## src/rtl/dmem_arbiter_if.sv

```systemverilog
// Bus bundle for dmem_arbiter: CPU requester, external loader, memory command
// and grant-owner signals. slave = arbiter view, master = requesters/memory view.
interface dmem_arbiter_if #(
  parameter int unsigned ADDR_W = 32,
  parameter int unsigned DATA_W = 32
);
  logic              cpu_req;
  logic              cpu_we;
  logic [ADDR_W-1:0] cpu_addr;
  logic [DATA_W-1:0] cpu_wdata;
  logic [DATA_W-1:0] cpu_rdata;
  logic              cpu_ack;

  logic              ext_req;
  logic              ext_we;
  logic [ADDR_W-1:0] ext_addr;
  logic [DATA_W-1:0] ext_wdata;
  logic [DATA_W-1:0] ext_rdata;
  logic              ext_ack;
  logic              ext_excl;

  logic              mem_en;
  logic              mem_we;
  logic [ADDR_W-1:0] mem_addr;
  logic [DATA_W-1:0] mem_wdata;
  logic [DATA_W-1:0] mem_rdata;

  logic [1:0]        owner;

  modport slave (
    input  cpu_req, cpu_we, cpu_addr, cpu_wdata,
    output cpu_rdata, cpu_ack,
    input  ext_req, ext_we, ext_addr, ext_wdata, ext_excl,
    output ext_rdata, ext_ack,
    output mem_en, mem_we, mem_addr, mem_wdata,
    input  mem_rdata,
    output owner
  );

  modport master (
    output cpu_req, cpu_we, cpu_addr, cpu_wdata,
    input  cpu_rdata, cpu_ack,
    output ext_req, ext_we, ext_addr, ext_wdata, ext_excl,
    input  ext_rdata, ext_ack,
    input  mem_en, mem_we, mem_addr, mem_wdata,
    output mem_rdata,
    input  owner
  );
endinterface

```

## src/rtl/dmem_arbiter.sv

```systemverilog
// Two-requester (CPU / external loader) round-robin arbiter in front of a
// single-port synchronous memory. One access per three cycles:
// IDLE (arbitrate, capture) -> ISSUE (mem_en) -> RESP (ack, read data).
module dmem_arbiter #(
  parameter int unsigned ADDR_W = 32,
  parameter int unsigned DATA_W = 32
) (
  input logic           clk,
  input logic           reset,
  dmem_arbiter_if.slave bus
);

  typedef enum logic [1:0] {
    IDLE  = 2'd0,
    ISSUE = 2'd1,
    RESP  = 2'd2
  } state_t;

  typedef enum logic [1:0] {
    OWN_NONE = 2'b00,
    OWN_CPU  = 2'b01,
    OWN_EXT  = 2'b10
  } owner_t;

  state_t            state_q, state_d;
  owner_t            owner_q, owner_d;
  logic              last_ext_q, last_ext_d;
  logic              cmd_we_q, cmd_we_d;
  logic [ADDR_W-1:0] cmd_addr_q, cmd_addr_d;
  logic [DATA_W-1:0] cmd_wdata_q, cmd_wdata_d;
  logic              mem_en_q, mem_en_d;
  logic              mem_we_q, mem_we_d;
  logic              cpu_ack_q, cpu_ack_d;
  logic              ext_ack_q, ext_ack_d;
  logic [DATA_W-1:0] cpu_rdata_q, cpu_rdata_d;
  logic [DATA_W-1:0] ext_rdata_q, ext_rdata_d;
  logic              cpu_elig, ext_elig, pick_cpu;

  // Next-state: arbitration in IDLE, strobe in ISSUE, ack and read capture in RESP.
  always_comb begin
    state_d     = state_q;
    owner_d     = owner_q;
    last_ext_d  = last_ext_q;
    cmd_we_d    = cmd_we_q;
    cmd_addr_d  = cmd_addr_q;
    cmd_wdata_d = cmd_wdata_q;
    mem_en_d    = 1'b0;
    mem_we_d    = 1'b0;
    cpu_ack_d   = 1'b0;
    ext_ack_d   = 1'b0;
    cpu_rdata_d = cpu_rdata_q;
    ext_rdata_d = ext_rdata_q;
    cpu_elig    = bus.cpu_req & ~bus.ext_excl;
    ext_elig    = bus.ext_req;
    // On a tie the CPU wins only if the loader had the previous grant.
    pick_cpu    = cpu_elig & (~ext_elig | last_ext_q);

    unique case (state_q)
      IDLE: begin
        owner_d = OWN_NONE;
        if (cpu_elig | ext_elig) begin
          state_d  = ISSUE;
          mem_en_d = 1'b1;
          if (pick_cpu) begin
            owner_d     = OWN_CPU;
            last_ext_d  = 1'b0;
            cmd_we_d    = bus.cpu_we;
            cmd_addr_d  = bus.cpu_addr;
            cmd_wdata_d = bus.cpu_wdata;
            mem_we_d    = bus.cpu_we;
          end else begin
            owner_d     = OWN_EXT;
            last_ext_d  = 1'b1;
            cmd_we_d    = bus.ext_we;
            cmd_addr_d  = bus.ext_addr;
            cmd_wdata_d = bus.ext_wdata;
            mem_we_d    = bus.ext_we;
          end
        end
      end
      ISSUE: begin
        state_d   = RESP;
        cpu_ack_d = (owner_q == OWN_CPU);
        ext_ack_d = (owner_q == OWN_EXT);
      end
      RESP: begin
        state_d = IDLE;
        owner_d = OWN_NONE;
        if (!cmd_we_q) begin
          if (owner_q == OWN_CPU) cpu_rdata_d = bus.mem_rdata;
          if (owner_q == OWN_EXT) ext_rdata_d = bus.mem_rdata;
        end
      end
      default: begin
        state_d = IDLE;
        owner_d = OWN_NONE;
      end
    endcase
  end

  // State and registered outputs; synchronous reset aborts any access in flight.
  always_ff @(posedge clk) begin
    if (reset) begin
      state_q     <= IDLE;
      owner_q     <= OWN_NONE;
      last_ext_q  <= 1'b1;
      cmd_we_q    <= 1'b0;
      cmd_addr_q  <= '0;
      cmd_wdata_q <= '0;
      mem_en_q    <= 1'b0;
      mem_we_q    <= 1'b0;
      cpu_ack_q   <= 1'b0;
      ext_ack_q   <= 1'b0;
      cpu_rdata_q <= '0;
      ext_rdata_q <= '0;
    end else begin
      state_q     <= state_d;
      owner_q     <= owner_d;
      last_ext_q  <= last_ext_d;
      cmd_we_q    <= cmd_we_d;
      cmd_addr_q  <= cmd_addr_d;
      cmd_wdata_q <= cmd_wdata_d;
      mem_en_q    <= mem_en_d;
      mem_we_q    <= mem_we_d;
      cpu_ack_q   <= cpu_ack_d;
      ext_ack_q   <= ext_ack_d;
      cpu_rdata_q <= cpu_rdata_d;
      ext_rdata_q <= ext_rdata_d;
    end
  end

  // Memory data only arrives in the RESP cycle, so a read ack forwards it
  // directly; the holding register takes over from the following cycle.
  assign bus.cpu_rdata = (cpu_ack_q && !cmd_we_q) ? bus.mem_rdata : cpu_rdata_q;
  assign bus.ext_rdata = (ext_ack_q && !cmd_we_q) ? bus.mem_rdata : ext_rdata_q;
  assign bus.cpu_ack   = cpu_ack_q;
  assign bus.ext_ack   = ext_ack_q;
  assign bus.mem_en    = mem_en_q;
  assign bus.mem_we    = mem_we_q;
  assign bus.mem_addr  = cmd_addr_q;
  assign bus.mem_wdata = cmd_wdata_q;
  assign bus.owner     = owner_q;

endmodule

```

## src/flat_wrapper.sv

```systemverilog
// flat-port wrapper written by rule: the top's interface ports become plain ports
module dmem_arbiter_flat 
#(
  parameter int unsigned ADDR_W = 32,
  parameter int unsigned DATA_W = 32
)
  (clk, reset, bus_cpu_req, bus_cpu_we, bus_cpu_addr, bus_cpu_wdata, bus_cpu_rdata, bus_cpu_ack, bus_ext_req, bus_ext_we, bus_ext_addr, bus_ext_wdata, bus_ext_excl, bus_ext_rdata, bus_ext_ack, bus_mem_en, bus_mem_we, bus_mem_addr, bus_mem_wdata, bus_mem_rdata, bus_owner);
  dmem_arbiter_if #(.ADDR_W(ADDR_W), .DATA_W(DATA_W)) bus_i ();
  input logic clk;
  input logic reset;
  input wire logic [$bits(bus_i.cpu_req)-1:0] bus_cpu_req;
  input wire logic [$bits(bus_i.cpu_we)-1:0] bus_cpu_we;
  input wire logic [$bits(bus_i.cpu_addr)-1:0] bus_cpu_addr;
  input wire logic [$bits(bus_i.cpu_wdata)-1:0] bus_cpu_wdata;
  output wire logic [$bits(bus_i.cpu_rdata)-1:0] bus_cpu_rdata;
  output wire logic [$bits(bus_i.cpu_ack)-1:0] bus_cpu_ack;
  input wire logic [$bits(bus_i.ext_req)-1:0] bus_ext_req;
  input wire logic [$bits(bus_i.ext_we)-1:0] bus_ext_we;
  input wire logic [$bits(bus_i.ext_addr)-1:0] bus_ext_addr;
  input wire logic [$bits(bus_i.ext_wdata)-1:0] bus_ext_wdata;
  input wire logic [$bits(bus_i.ext_excl)-1:0] bus_ext_excl;
  output wire logic [$bits(bus_i.ext_rdata)-1:0] bus_ext_rdata;
  output wire logic [$bits(bus_i.ext_ack)-1:0] bus_ext_ack;
  output wire logic [$bits(bus_i.mem_en)-1:0] bus_mem_en;
  output wire logic [$bits(bus_i.mem_we)-1:0] bus_mem_we;
  output wire logic [$bits(bus_i.mem_addr)-1:0] bus_mem_addr;
  output wire logic [$bits(bus_i.mem_wdata)-1:0] bus_mem_wdata;
  input wire logic [$bits(bus_i.mem_rdata)-1:0] bus_mem_rdata;
  output wire logic [$bits(bus_i.owner)-1:0] bus_owner;
  assign bus_i.cpu_req = bus_cpu_req;
  assign bus_i.cpu_we = bus_cpu_we;
  assign bus_i.cpu_addr = bus_cpu_addr;
  assign bus_i.cpu_wdata = bus_cpu_wdata;
  assign bus_cpu_rdata = bus_i.cpu_rdata;
  assign bus_cpu_ack = bus_i.cpu_ack;
  assign bus_i.ext_req = bus_ext_req;
  assign bus_i.ext_we = bus_ext_we;
  assign bus_i.ext_addr = bus_ext_addr;
  assign bus_i.ext_wdata = bus_ext_wdata;
  assign bus_i.ext_excl = bus_ext_excl;
  assign bus_ext_rdata = bus_i.ext_rdata;
  assign bus_ext_ack = bus_i.ext_ack;
  assign bus_mem_en = bus_i.mem_en;
  assign bus_mem_we = bus_i.mem_we;
  assign bus_mem_addr = bus_i.mem_addr;
  assign bus_mem_wdata = bus_i.mem_wdata;
  assign bus_i.mem_rdata = bus_mem_rdata;
  assign bus_owner = bus_i.owner;
  dmem_arbiter #(.ADDR_W(ADDR_W), .DATA_W(DATA_W)) u_core (.clk(clk), .reset(reset), .bus(bus_i));
endmodule
```

## config.mk

```make
export PLATFORM = sky130hd
export DESIGN_NAME = dmem_arbiter_flat
export DESIGN_NICKNAME = d
export VERILOG_FILES = /design/src/rtl/dmem_arbiter_if.sv /design/src/rtl/dmem_arbiter.sv /design/src/flat_wrapper.sv
export SDC_FILE = /design/constraint.sdc
export NUM_CORES = 1
export LEC_CHECK = 0
export CAP_MARGIN = 20
export CORE_AREA = 2 2 121 135
export DETAILED_ROUTE_END_ITERATION = 6
export DIE_AREA = 0 0 123 137
export HOLD_SLACK_MARGIN = 0.12
export PLACE_DENSITY = 0.77
export REMOVE_ABC_BUFFERS = 1
export SYNTH_ARGS = -nofsm -noshare
export SYNTH_HDL_FRONTEND = slang
export SYNTH_SLANG_ARGS = --single-unit
```

## constraint.sdc

```tcl
create_clock -name clk -period 1.88 [get_ports clk]
set_clock_uncertainty 0.05 [all_clocks]
set_input_delay 0.47 -clock clk [delete_from_list [all_inputs] [get_ports clk]]
set_output_delay 0.47 -clock clk [all_outputs]
set_load 0.01 [all_outputs]
```

==> impl_metrics.ini <==
[sta]
holdWs_ps = 290
slew_viol_final = 0
max_slew_margin_pct = 72.4
setup_ws_ps = -360
layout_min_cycle_time_ps = 2240
rsz0062_at_grt = yes
hold_viol_final = 0
tightest_slew_ps = 413
finalSetupTns_ps = -17940
clock.fmax_mhz = 446
setup_viol = 64
min_period_over_period_pct = 119

[global_routing]
grt_start_max_net_pins = 74
antenna_found_initial = 1
grt_overflow_total = 0
grt_pass1_wl_um = 34000
grt_pass1_vias = 6506
grt_use_total_pct = 26.4

[job]
cap_violations = 0

[clock_network]
root_buffer = clkbuf_16
numCtsBuffers = 17
clkTransAtPathRegs_ps = 60
cts_sinks = 138
hold_buffers = 0
htreeDepth = 4
tritoncts = built
clock_latency_ps = 410
cts_max_path_buffers = 2

[pwr]
seqPwrFrac_pct = 37.4
p_leak_nw = 4.57
power_mw = 8.55
switching_share_pct = 25.5
vdd_ir_drop_max_uv = 537
comb_power_share_pct = 20.1
p_switching_mw = 2.18
p_int_mw = 6.37
power_frac_clock_pct = 42.5
pwr_density_cell_nw_per_um2 = 784

[cells_and_area]
multi_input_area_um2 = 3400
fillers = 1166
drive_gt1_share_pct = 25.1
fin_area_um2 = 10900
final_core_util_pct = 70.4
area_delta_synth_final_pct = 74.2
instances_no_fill = 1282
area.sequential_um2 = 2770
final_nets = 1235

[die]
dieArea_um2 = 16900
die_x_um = 123
num_io_pins = 301
fp.coreArea_um2 = 15500
row_count = 48
die_h_um = 137
start_util_pct = 40.4

[critical_path]
crit_path_start_kind = flip-flop
arrival_ps = 1720
crit_chain = nor2b_4 > buf_6 > buf_12 > buf_6 > mux2_4 > buf_6
cpPeakStageDelay_ps = 360
critPathTopFamily = buffers and inverters
cp_slowest_cell = dfxtp_4
crit_buf_inv = 4
crit_fanout = 7
crit_type = reg2out
worstPathRequired_ps = 1360
crit_top_cell = buf_6
endpoint_kind = primary output

[placed_design]
place_ws_ps = -408
routabilityCongestion = 0.787
hpwl_um = 15600
dp_cells = 1238
io_buffers = 300
dpl_cell_area_um2 = 9820

[drt]
viasPerCell = 5.16
wirelength_um = 23200
drtAntennaViolNets = 0
dr.pass1.iters = 4
vias = 6621
wl_per_cell_um = 18.1
drt_iter0_drc = 367
drcViolationCount = 0

[logic_synthesis]
synthArstFlopShare_pct = 0
syn-cell-area_um2 = 6260
yosys.cell_count.top_type = nand2_1
ys_warn_count = 0
synthTopCellsByCount = nand2_1, dfxtp_1, a21oi_1
ys_types = 29
synthCells = 745
synth_top_area_share_pct = 44.1
netlist_top_cells_area = dfxtp_1, nand2_1, mux2_2, a21oi_1, a211oi_2
avgSynthCellArea_um2 = 8.40
seq_area_frac_synth_pct = 44.1
yosys.area.top_type = dfxtp_1
synth_edf_count = 0
ys_ff_latch = 138
synth-main-ff-cell = dfxtp_1

[outcome]
violations = negative setup slack
status = finished with violations

[hold_path]
hp-class = in2reg
worst paths after layout:
path / start / to / slack (ps) / cells past startpoint
max reg2reg: u_core.cmd_we_q$_SDFFE_PP0P_ / u_core.ext_rdata_q[24]$_SDFFE_PP0P_ / 320 / 6
min reg2reg: u_core.ext_rdata_q[29]$_SDFFE_PP0P_ / u_core.ext_rdata_q[29]$_SDFFE_PP0P_ / 410 / 2
min: reset / u_core.ext_rdata_q[28]$_SDFFE_PP0P_ / 290 / 2
max: u_core.cmd_we_q$_SDFFE_PP0P_ / bus_ext_rdata[1] / -360 / 6
area by class of cell:
class	instances	share of cell area (%)
timing repair buffer	370	35.2
multi-input combinational	541	31.2
sequential	138	25.4
clock buffer	21	4.31
tap	200	2.29
clock inverter	10	1.51
antenna	2	0.0459
flip-flops by register name (all words and copies together) (netlist names):
register,flops
u_core.bus.mem_wdata,32
u_core.last_ext_q,1
u_core.bus.cpu_ack,1
u_core.ext_rdata_q,32
u_core.bus.mem_we,1
u_core.bus.owner,2
u_core.bus.mem_en,1
u_core.cmd_we_q,1
u_core.state_q,2
u_core.bus.mem_addr,32
u_core.cpu_rdata_q,32
u_core.bus.ext_ack,1
layout by cell type, fill, tap and decap left out, types with 3 or more instances in the layout:
cell	instances
dlymetal6s2s_1	6
buf_6	61
buf_2	7
mux2_2	5
bufinv_16	4
clkbuf_8	3
dlygate4sd2_1	14
nor2_1	69
a211oi_2	30
buf_4	46
clkbuf_16	19
clkinvlp_4	3
nand2_1	194
a211oi_1	34
a21oi_1	127
dfxtp_1	135
buf_12	17
mux2_4	59
and3b_1	3
clkdlybuf4s50_1	215
power by group through the flow:
stage,Combinational [mW],Sequential (mW),Clock (mW)
detailed placement,1.70,3.26,0
global route,1.85,3.22,3.79
CTS,1.72,3.20,3.66
floorplan,0.531,3.33,0
finish,1.72,3.20,3.63
global placement,1.68,3.25,0
metal layers:
metal / vias to the layer above / track usage [%] / wire length, µm
li1: 3191 / - / -
met2: 295 / 43.8 / 11300
met3: 50 / 12.1 / 2630
met5: - / 0 / 0
met1: 3085 / 28.0 / 8510
met4: 0 / 13.3 / 769
logic make-up after synthesis:
kind of cell | Yosys count | share of synthesized area (%)
buffers and inverters | 66 | 5.44
AND/OR/NAND/NOR | 279 | 17.7
AO/OA/AOI/OAI | 196 | 20.9
flip-flops | 138 | 44.1
multiplexers | 66 | 11.8
what timing repair did:
action / in CTS / in global routing
gates cloned: 3 / 2
buffers inserted: 8 / 1
resized for setup: 232 / 184
endpoints found under the setup margin: 77 / 70
Power figures use the tool's default switching activity.
==> RTL edit: new RTL, same settings <==
`ADDR_W` is set to 32 in 3 places; all go to 24.
--- a/src/rtl/dmem_arbiter_if.sv
+++ b/src/rtl/dmem_arbiter_if.sv
@@ -3,3 +3,3 @@
 interface dmem_arbiter_if #(
-  parameter int unsigned ADDR_W = 32,
+  parameter int unsigned ADDR_W = 24,
   parameter int unsigned DATA_W = 32
--- a/src/rtl/dmem_arbiter.sv
+++ b/src/rtl/dmem_arbiter.sv
@@ -4,3 +4,3 @@
 module dmem_arbiter #(
-  parameter int unsigned ADDR_W = 32,
+  parameter int unsigned ADDR_W = 24,
   parameter int unsigned DATA_W = 32
--- a/src/flat_wrapper.sv
+++ b/src/flat_wrapper.sv
@@ -3,3 +3,3 @@
 #(
-  parameter int unsigned ADDR_W = 32,
+  parameter int unsigned ADDR_W = 24,
   parameter int unsigned DATA_W = 32
Ports: changed (resized bus_cpu_addr, bus_ext_addr and bus_mem_addr); port bits go from 301 to 277. No check against the original RTL was run, so the function may have changed too.
==> RTL edit against the unedited design <==
The flow still finishes with violations (setup timing); global-route usage fell by 1.6 points; worst setup slack worse by 0.020 ns; routed wire length decreased by 6.8%; core utilization shrank 3.6 points; cell area fell by 5.2%; register-to-register slack worse by 0.14 ns; synthesized cell count shrank 6.0%; total power shrank 7.2%; area after synthesis is 4.7% lower; non-clock buffer count decreased by 24; sequential cell count fell by 8; largest power group unchanged.
==> RTL edit: results (changes against the unedited design) <==
outcome:
  status: "complete, but fails checks"  # unchanged
  violations: "setup timing"  # unchanged
cells_and_area:
  fin_util: 0.6672  # was 0.7037
  instances_no_fill: 1216  # was 1282
  multi_input_gates: 509  # was 541
  fillers: 1240  # was 1166
  multi_input_area_mm2: 0.003217  # was 0.003405 mm^2
  sh_seq_area: 0.2523  # was 0.2539
  nNonClkBuffers: 346  # was 370
grt:
  grt_use_met3: 0.08833  # was 0.1213
  antenna_found_initial: 0  # was 1
  grt_pass1_vias: 6116  # was 6506
  grt_pass1_wl_mm: 32.03  # was 34.04 mm
  track_usage: 0.2476  # was 0.2636
setup_path:
  arrival_ns: 1.74  # was 1.72 ns
  cp_max_fo: 6  # was 7
  endpoint: "bus_cpu_rdata[3]"  # was bus_ext_rdata[1]
  r2r_cells: 7  # was 6
  rr_endpoint: "u_core.ext_rdata_q[17]"  # was u_core.ext_rdata_q[24]
  reg2reg_slack_ns: 0.18  # was 0.32 ns
routing:
  routed-wl-met2_mm: 11.10  # was 11.26 mm
  m1WireLength_mm: 8.069  # was 8.514 mm
  routed_wl_mm: 21.60  # was 23.18 mm
  wl_met3_mm: 1.885  # was 2.634 mm
place:
  dp_hpwl_mm: 13.42  # was 15.65 mm
  numPortBuffers: 276  # was 300
  post_dp_cell_area_mm2: 0.009107  # was 0.009819 mm^2
sta:
  setup_viol: 64  # unchanged
  max_slew_margin: 0.7276  # was 0.7245
  fin_ws_ns: -0.3799  # was -0.3599 ns
  holdWs_ns: 0.3468  # was 0.2896 ns
synth:
  synthTopCellsByArea: "dfxtp_1 44%, nand2_1 12%, mux2_2 11%"  # unchanged
  postSynthAreaPerCell_um2: 8.517  # was 8.401 um^2
  yosysSeqAreaShare: 0.4365  # was 0.4414
min_path:
  holdPathEnd: "u_core.bus.mem_wdata[15]"  # was u_core.ext_rdata_q[28]
pwr:
  p_leak_nw: 4.267  # was 4.573 nW
==> RTL edit: kinds of logic (layout without fill, tap and decap cells) <==
group	after synthesis	count (layout)	share of synthesized area
compound gates	180	180	0.1979
buf+inv	61	377	0.06611
flops	130	130	0.4365
mux	66	66	0.1242
simple gates	263	263	0.1752
==> RTL edit: what timing repair did <==
item	4_1_cts	5_1_grt
pin swaps	0	0
gates cloned	6	0
setup endpoints to repair	72	67
buffers inserted	16	1
resized for setup	353	60
==> RTL edit: report_power, final <==
part / switching, mW / total, mW / internal, mW
combinational: 0.662 / 1.50 / 0.837
sequential: 0.0837 / 3.00 / 2.91
clock: 1.28 / 3.43 / 2.15
total: 2.03 / 7.93 / 5.90
==> RTL edit: critical path: stages, from the launching register on <==
cell,delay [ns]
dfxtp_2,0.34
nand2b_4,0.17
buf_12,0.14
buf_12,0.14
buf_6,0.12
mux2_4,0.30
buf_6,0.12
